$ cat src/rtl/prog_loader_if.sv
// Boot-loader bus: nibble stream in, instruction-memory write port and CPU control out.
// master = loader side, slave = source/memory/CPU side.
interface prog_loader_if #(
    parameter int ADDR_W = 4,
    parameter int NIB_W  = 4
);
    logic                 load_start;
    logic                 nib_valid;
    logic [NIB_W-1:0]     NIB;
    logic                 nib_ready;
    logic                 im_we;
    logic [ADDR_W-1:0]    IM_WADDR;
    logic [4*NIB_W-1:0]   IM_WDATA;
    logic                 set_pc;
    logic                 busy;
    logic                 done;
    logic                 err;

    modport master (
        input  load_start, nib_valid, NIB,
        output nib_ready, im_we, IM_WADDR, IM_WDATA, set_pc, busy, done, err
    );

    modport slave (
        output load_start, nib_valid, NIB,
        input  nib_ready, im_we, IM_WADDR, IM_WDATA, set_pc, busy, done, err
    );
endinterface

$ cat src/rtl/prog_loader.sv
// Program loader: packs nibbles MSB-first into 16-bit words, writes them to instruction memory, then releases the CPU.
// Optional checksum nibble after the last word is enabled with PROG_LOADER_CSUM_EN.
//
// state | meaning
// IDLE  | after reset, CPU held at PC 0, waiting for load_start
// LOAD  | accepting nibbles of the current word
// WRITE | one-cycle instruction memory write pulse
// CHECK | waiting for the checksum nibble (PROG_LOADER_CSUM_EN only)
// ERROR | checksum mismatch, CPU held (PROG_LOADER_CSUM_EN only)
// RUN   | program loaded, CPU running
module prog_loader #(
    parameter int WORDS  = 16,
    parameter int ADDR_W = 4,
    parameter int NIB_W  = 4
) (
    input logic           clk,
    input logic           reset,
    prog_loader_if.master bus
);
    localparam logic [ADDR_W-1:0] LAST = ADDR_W'(WORDS - 1);

`ifdef PROG_LOADER_CSUM_EN
    typedef enum logic [2:0] {IDLE, LOAD, WRITE, RUN, CHECK, ERROR} state_t;
`else
    typedef enum logic [1:0] {IDLE, LOAD, WRITE, RUN} state_t;
`endif

    state_t               state;
    logic [1:0]           cnt;
    logic                 ready;
    logic                 wr_en;
    logic [ADDR_W-1:0]    waddr;
    logic [4*NIB_W-1:0]   wdata;
    logic                 pc_hold;
    logic                 in_load;
    logic                 loaded;
    logic                 start_ok;
`ifdef PROG_LOADER_CSUM_EN
    logic [NIB_W-1:0]     csum;
    logic                 err_flag;
`endif

    // load_start is honoured only when no session is in flight
    always_comb begin
        start_ok = bus.load_start && (state == IDLE || state == RUN
`ifdef PROG_LOADER_CSUM_EN
                                      || state == ERROR
`endif
                                     );
    end

    always_ff @(posedge clk) begin
        if (reset) begin
            state    <= IDLE;
            cnt      <= '0;
            ready    <= 1'b0;
            wr_en    <= 1'b0;
            waddr    <= '0;
            wdata    <= '0;
            pc_hold  <= 1'b1;
            in_load  <= 1'b0;
            loaded   <= 1'b0;
`ifdef PROG_LOADER_CSUM_EN
            csum     <= '0;
            err_flag <= 1'b0;
`endif
        end else if (start_ok) begin
            state    <= LOAD;
            cnt      <= '0;
            ready    <= 1'b1;
            waddr    <= '0;
            pc_hold  <= 1'b1;
            in_load  <= 1'b1;
            loaded   <= 1'b0;
`ifdef PROG_LOADER_CSUM_EN
            csum     <= '0;
            err_flag <= 1'b0;
`endif
        end else begin
            case (state)
                LOAD: begin
                    if (bus.nib_valid && ready) begin
                        wdata <= {wdata[3*NIB_W-1:0], bus.NIB};
                        cnt   <= cnt + 2'd1;
`ifdef PROG_LOADER_CSUM_EN
                        csum  <= csum ^ bus.NIB;
`endif
                        if (cnt == 2'd3) begin
                            state <= WRITE;
                            ready <= 1'b0;
                            wr_en <= 1'b1;
                        end
                    end
                end
                WRITE: begin
                    wr_en <= 1'b0;
                    if (waddr == LAST) begin
`ifdef PROG_LOADER_CSUM_EN
                        state   <= CHECK;
                        ready   <= 1'b1;
`else
                        state   <= RUN;
                        pc_hold <= 1'b0;
                        loaded  <= 1'b1;
                        in_load <= 1'b0;
`endif
                    end else begin
                        state <= LOAD;
                        waddr <= waddr + 1'b1;
                        cnt   <= '0;
                        ready <= 1'b1;
                    end
                end
`ifdef PROG_LOADER_CSUM_EN
                CHECK: begin
                    if (bus.nib_valid && ready) begin
                        ready   <= 1'b0;
                        in_load <= 1'b0;
                        if (bus.NIB == csum) begin
                            state   <= RUN;
                            pc_hold <= 1'b0;
                            loaded  <= 1'b1;
                        end else begin
                            state    <= ERROR;
                            err_flag <= 1'b1;
                        end
                    end
                end
`endif
                default: ;
            endcase
        end
    end

    assign bus.nib_ready = ready;
    assign bus.im_we     = wr_en;
    assign bus.IM_WADDR  = waddr;
    assign bus.IM_WDATA  = wdata;
    assign bus.set_pc    = pc_hold;
    assign bus.busy      = in_load;
    assign bus.done      = loaded;
`ifdef PROG_LOADER_CSUM_EN
    assign bus.err       = err_flag;
`else
    assign bus.err       = 1'b0;
`endif
endmodule

$ cat src/flat_wrapper.sv
// flat-port wrapper written by rule: the top's interface ports become plain ports
module prog_loader_flat 
#(
    parameter int WORDS  = 16,
    parameter int ADDR_W = 4,
    parameter int NIB_W  = 4
)
  (clk, reset, bus_load_start, bus_nib_valid, bus_NIB, bus_nib_ready, bus_im_we, bus_IM_WADDR, bus_IM_WDATA, bus_set_pc, bus_busy, bus_done, bus_err);
  prog_loader_if #(.ADDR_W(ADDR_W), .NIB_W(NIB_W)) bus_i ();
  input logic clk;
  input logic reset;
  input wire logic [$bits(bus_i.load_start)-1:0] bus_load_start;
  input wire logic [$bits(bus_i.nib_valid)-1:0] bus_nib_valid;
  input wire logic [$bits(bus_i.NIB)-1:0] bus_NIB;
  output wire logic [$bits(bus_i.nib_ready)-1:0] bus_nib_ready;
  output wire logic [$bits(bus_i.im_we)-1:0] bus_im_we;
  output wire logic [$bits(bus_i.IM_WADDR)-1:0] bus_IM_WADDR;
  output wire logic [$bits(bus_i.IM_WDATA)-1:0] bus_IM_WDATA;
  output wire logic [$bits(bus_i.set_pc)-1:0] bus_set_pc;
  output wire logic [$bits(bus_i.busy)-1:0] bus_busy;
  output wire logic [$bits(bus_i.done)-1:0] bus_done;
  output wire logic [$bits(bus_i.err)-1:0] bus_err;
  assign bus_i.load_start = bus_load_start;
  assign bus_i.nib_valid = bus_nib_valid;
  assign bus_i.NIB = bus_NIB;
  assign bus_nib_ready = bus_i.nib_ready;
  assign bus_im_we = bus_i.im_we;
  assign bus_IM_WADDR = bus_i.IM_WADDR;
  assign bus_IM_WDATA = bus_i.IM_WDATA;
  assign bus_set_pc = bus_i.set_pc;
  assign bus_busy = bus_i.busy;
  assign bus_done = bus_i.done;
  assign bus_err = bus_i.err;
  prog_loader #(.WORDS(WORDS), .ADDR_W(ADDR_W), .NIB_W(NIB_W)) u_core (.clk(clk), .reset(reset), .bus(bus_i));
endmodule
$ cat config.mk
export PLATFORM = sky130hd
export DESIGN_NAME = prog_loader_flat
export DESIGN_NICKNAME = d
export VERILOG_FILES = /design/src/rtl/prog_loader_if.sv /design/src/rtl/prog_loader.sv /design/src/flat_wrapper.sv
export SDC_FILE = /design/constraint.sdc
export NUM_CORES = 1
export LEC_CHECK = 0
export ABC_AREA = 0
export BUFFER_PORTS_ARGS = -buffer_cell sky130_fd_sc_hd__buf_2
export CAP_MARGIN = 20
export CORE_ASPECT_RATIO = 0.6
export CORE_MARGIN = 2
export CORE_UTILIZATION = 43
export CTS_CLUSTER_SIZE = 30
export DETAILED_ROUTE_END_ITERATION = 8
export GPL_ROUTABILITY_DRIVEN = 0
export PLACE_DENSITY_LB_ADDON = 0.1
export SLEW_MARGIN = 20
export SYNTH_ARGS = -nofsm -noshare
export SYNTH_HDL_FRONTEND = slang
export SYNTH_SLANG_ARGS = --single-unit
$ cat constraint.sdc
create_clock -name clk -period 4.6 [get_ports clk]
set_input_delay 0.23 -clock clk [delete_from_list [all_inputs] [get_ports clk]]
set_output_delay 0.23 -clock clk [all_outputs]
set_load 0.1 [all_outputs]
==> flow_summary.ini, run 1 <==
[clocking]
cts_tree = yes
cts_buffers = 5
cts_root_buf = clkbuf_8
cts.path.max_buffers = 2
ctsHtreeMaxLevel = 2
cts_resized = 0
cts_hold_buf = 0
clock_latency_ns = 0.28
postCtsSetupRepairBufs = 0
cts.sinks = 29
cts.clk_slew.worst_paths_ns = 0.06

[timing]
rsz0062_at_grt = no
setup-tns-final_ns = 0
worst_pin_slew_ns = 0.590
timing.final.crit_share_pct = 41.2
finalHoldViolCount = 0
slew_viol_final = 0
skew_ns = 0.00719
fmax_mhz = 527
fin_crit_ns = 1.90
worst_slack_ns = 2.70
setup_viol = 0
maxSlewHeadroom_pct = 60.5

[placement]
numPortBuffers = 32
dp_slack_ns = 2.74
dpl.hpwl_mm = 1.89
dp_cells = 203

[hold_path]
min-delay-start = bus_NIB[0]
hold_path.class = in2reg

[worst_setup_path]
cp_slowest_stage_delay_ns = 0.56
crit_family = adder cells
arrival_ns = 2.04
worstPathCellList = inv_1, ha_1, and4b_1, a2111oi_2, nor3_1
crit_buf_inv = 1
path_class = reg2reg
cp_max_fo = 15
setup.worst_path.end_class = flip-flop
required_ns = 4.75
cp_slowest_cell = ha_1
cp-startpoint = u_core.state[0]
crit_path_start_kind = flip-flop
r2r_start = u_core.state[0]

[power]
leakage_nw = 0.616
powerDensity_nw_per_um2 = 551
ir_drop_mv = 0.211

[global_route]
grt_max_degree = 23
antenna_found_initial = 0
grt-ovfl-total = 0
grt_pass1_wl_mm = 4.52
gr-usage-all-layers_pct = 18.5
grt_pass1_vias = 952

[synth]
syn_nets = 158
seq_area_frac_synth_pct = 46.6
ys_ff_latch = 29
netlist_area_um2 = 1250
synth_cells = 144
synth.distinct_cells = 30
yosysWarnings = 0
postSynthAreaPerCell_um2 = 8.65

[cells_and_area]
final_common_cell = nand2_1
drive_above_1_share_pct = 24.4
diodes = 0
final_core_util_pct = 52.9
fin_cells = 210
area_growth_pct = 19.5
nets = 190
final_cell_mix = nand2_1, buf_2, dfxtp_1

[routing]
vias_per_cell = 5.31
drt_iter0_drc = 91
ant_nets = 0
drc = 0
drt_wl_total_mm = 2.76
num_vias = 1116
wl_per_cell_um = 13.1
dr.pass1.iters = 4

[die]
start_util_pct = 44.3
core_area_um2 = 2820
ios = 34
die_y_um = 45.7
placementRows = 15
die-area_um2 = 3360
fp.dieW_um = 73.5

[run_status]
status = complete, no violations

[run]
drv_cap = 0
==> logic make-up (layout without fill, tap and decap cells) <==
family          after synthesis  after routing  synth area share, %
simple gates                 56             56                 20.4
fa+ha+maj                     6              6                 6.02
buf+inv                      12             44                 5.22
compound gates               40             40                 21.5
other cells                   1              1                0.301
flops                        29             29                 46.6
==> cell usage after synthesis <==
| library cell | n | area [µm²] |
|---|---|---|
| and3_1 | 1 | 6.26 |
| buf_4 | 3 | 22.5 |
| and4_4 | 1 | 11.3 |
| o311ai_0 | 3 | 26.3 |
| o31ai_1 | 1 | 7.51 |
| nand4_1 | 1 | 6.26 |
| buf_6 | 1 | 11.3 |
| nand2_1 | 34 | 128 |
| and3_2 | 1 | 7.51 |
| a22oi_1 | 1 | 7.51 |
| a211oi_1 | 3 | 22.5 |
| a21o_1 | 1 | 7.51 |
| a2111oi_2 | 3 | 45.0 |
| conb_1 | 1 | 3.75 |
| or3_1 | 2 | 12.5 |
| a2111oi_1 | 1 | 10.0 |
| ha_1 | 6 | 75.1 |
| a21boi_1 | 1 | 7.51 |
| o21ai_0 | 4 | 20.0 |
| o41ai_1 | 1 | 8.76 |
| inv_1 | 5 | 18.8 |
| nand3_1 | 3 | 15.0 |
| buf_2 | 1 | 5.00 |
| dfxtp_1 | 29 | 581 |
| a21oi_1 | 21 | 105 |
| nor3_1 | 7 | 35.0 |
| and4b_1 | 1 | 10.0 |
| nand3b_1 | 1 | 7.51 |
| nor2_1 | 4 | 15.0 |
| clkbuf_1 | 2 | 7.51 |
==> worst min-delay path, stage by stage <==
cell,delay (ns)
buf_2,0.09
nand2_1,0.04
a21oi_1,0.05
==> per-stage QoR <==
step                      power [mW]  cell area [µm²]  hold slack [ns]
after floorplan                0.571             1250            0.366
after global placement         0.607             1400            0.440
after detailed placement       0.612             1400            0.447
after CTS                      0.824             1490            0.183
after global routing           0.866             1490            0.184
final                          0.821             1490            0.190
==> sequential cells by signal, summed over array words and instances, names as in the netlist <==
register / count
u_core.bus.done: 1
u_core.bus.im_we: 1
u_core.bus.busy: 1
u_core.state: 2
u_core.bus.nib_ready: 1
u_core.bus.IM_WADDR: 4
u_core.bus.set_pc: 1
u_core.cnt: 2
u_core.bus.IM_WDATA: 16
==> final timing paths <==
check | cells past startpoint | to | slack, ns
hold reg to reg | 2 | u_core.bus.IM_WDATA[12] | 0.46
hold / removal | 3 | u_core.bus.IM_WDATA[0] | 0.19
setup / recovery | 5 | u_core.state[0] | 2.70
setup reg to reg | 5 | u_core.state[0] | 2.70
==> per-layer routing <==
layer,track usage [%],part of all wire (%),vias up
met1,26.7,54,510
met3,7.52,6.4,4
li1,-,-,571
met2,23.6,39,31
met4,8.73,1.1,0
met5,0,0,-
==> power breakdown <==
group	internal [mW]	switching (mW)
sequential	0.278	0.0240
clock	0.118	0.0920
combinational	0.0803	0.228
==> cell type report <==
cell class                 count  area, µm²
sequential                    29        581
fill                         275       1330
inverter                       5       18.8
clock buffer                   7       86.3
tap                           34       42.5
multi-input combinational    103        601
timing repair buffer          32        160
(Power assumes the default switching activity.)
==> run 2, diff against run 1 <==
Clock period 4.6 ns to 1.8 ns, I/O delays scaled along.
==> run 2 against run 1 <==
Effect of this change: cell count grew 1.9%; core utilization grew 1.4 points; largest cell class unchanged; highest routed layer unchanged; worst hold slack got worse by 0.14 ns; flip-flop and latch count is the same; power grew to 2.6 times the previous value.
==> flow_summary.ini, run 2 (synthesis results as in run 1) <==
[routing]
num_vias = 1127
drc = 0
vias_per_cell = 5.27
drt_iter0_drc = 48
drt_wl_total_mm = 2.75
wl_per_cell_um = 12.9
ant_nets = 0
dr.pass1.iters = 4

[clocking]
cts_root_buf = clkbuf_8
cts_hold_buf = 0
cts.path.max_buffers = 2
postCtsSetupRepairBufs = 0
clock_latency_ns = 0.28
cts.clk_slew.worst_paths_ns = 0.06
cts_tree = yes
cts_buffers = 5
ctsHtreeMaxLevel = 2
cts_resized = 0
cts.sinks = 29

[cells_and_area]
fill_cells = 267
multi_input_area_um2 = 603
nets = 194
diodes = 0
largest_reg_flops = 16
final_common_cell = nand2_1
fin_cells = 214
drive_above_1_share_pct = 29.4
regArea_um2 = 587
design_area_um2 = 1530
area_growth_pct = 22.6
final_core_util_pct = 54.3
final_cell_mix = nand2_1, buf_2, dfxtp_1

[die]
core_area_um2 = 2820
placementRows = 15
fp.dieW_um = 73.5
start_util_pct = 44.3
die_y_um = 45.7
ios = 34
die-area_um2 = 3360

[worst_setup_path]
arrival_ns = 1.84
crit_path_start_kind = flip-flop
worstPathCellList = ha_2, buf_4, a21o_1, o41ai_1
required_ns = 1.95
crit_family = compound AO/OA/AOI/OAI gates
path_class = reg2reg
cp_slowest_stage_delay_ns = 0.39
crit_buf_inv = 1
cp_slowest_cell = dfxtp_1
cp_max_fo = 11
setup.worst_path.end_class = flip-flop

[power]
share_seq_of_total_power_pct = 35.4
p_int_mw = 1.28
power_frac_clock_pct = 24.6
switching_share_pct = 41.0
ir_drop_mv = 0.703
powerDensity_nw_per_um2 = 1420
leakage_nw = 0.635
p_comb_share_pct = 40.0
net-switching-power_mw = 0.892

[global_route]
grt_pass1_wl_mm = 4.29
gr-usage-all-layers_pct = 17.4
grt_max_degree = 23
antenna_found_initial = 0
grt-ovfl-total = 0
grt_pass1_vias = 958

[placement]
place_area_um2 = 1440
numPortBuffers = 32
dp_cells = 207
dpl.hpwl_mm = 1.96

[timing]
timing.final.crit_share_pct = 93.5
skew_ns = 0.00220
rsz0062_at_grt = no
setup-tns-final_ns = 0
finalHoldViolCount = 0
fmax_mhz = 594
fin_crit_ns = 1.68
setup_viol = 0
slew_viol_final = 0

[run_status]
status = complete, no violations

[hold_path]
hold_path.class = in2reg

[run]
drv_cap = 0
[run 2: metrics by stage]
step | setup slack [ns] | power [mW] | hold slack (ns)
3_3_place_gp | 0.174 | 1.62 | 0.331
6_report | 0.117 | 2.17 | 0.0475
4_1_cts | 0.0284 | 2.18 | 0.0395
2_1_floorplan | 0.146 | 1.46 | 0.226
5_1_grt | 0.0594 | 2.29 | 0.0649
3_5_place_dp | 0.0481 | 1.64 | 0.336
[run 2: layout make-up]
type / count / area share (%)
Clock buffer: 7 / 5.65
Inverter: 5 / 1.23
Multi-Input combinational cell: 103 / 39.5
Sequential cell: 29 / 38.4
Tap cell: 34 / 2.78
Timing Repair Buffer: 36 / 12.4
[run 2: worst paths after layout]
check,slack (ns),from,cells past startpoint,endpoint
hold reg to reg,0.46,u_core.bus.IM_WDATA[15],2,u_core.bus.IM_WDATA[15]
hold / removal,0.05,bus_NIB[0],3,u_core.bus.IM_WDATA[0]
setup reg to reg,0.12,u_core.state[1],4,u_core.bus.IM_WADDR[3]
setup / recovery,0.12,u_core.state[1],4,u_core.bus.IM_WADDR[3]
[run 2: power groups by stage]
stage,clock [mW],sequential [mW],combinational [mW]
after global routing,0.578,0.778,0.931
after detailed placement,0,0.782,0.855
after global placement,0,0.780,0.840
after floorplan,0,1.04,0.423
after CTS,0.548,0.768,0.859
final,0.535,0.770,0.870
[run 2: routing by layer]
layer / GRT usage (%) / routed length [µm] / up-vias
li1: - / - / 580
met1: 22.6 / 1400 / 510
met2: 25.5 / 1130 / 33
met3: 7.30 / 184 / 4
met4: 7.64 / 37 / 0
met5: 0 / 0 / -
[run 2: tightest hold or removal path: stages]
cell,delay (ns)
buf_2,0.09
nand2_1,0.04
a21oi_1,0.05
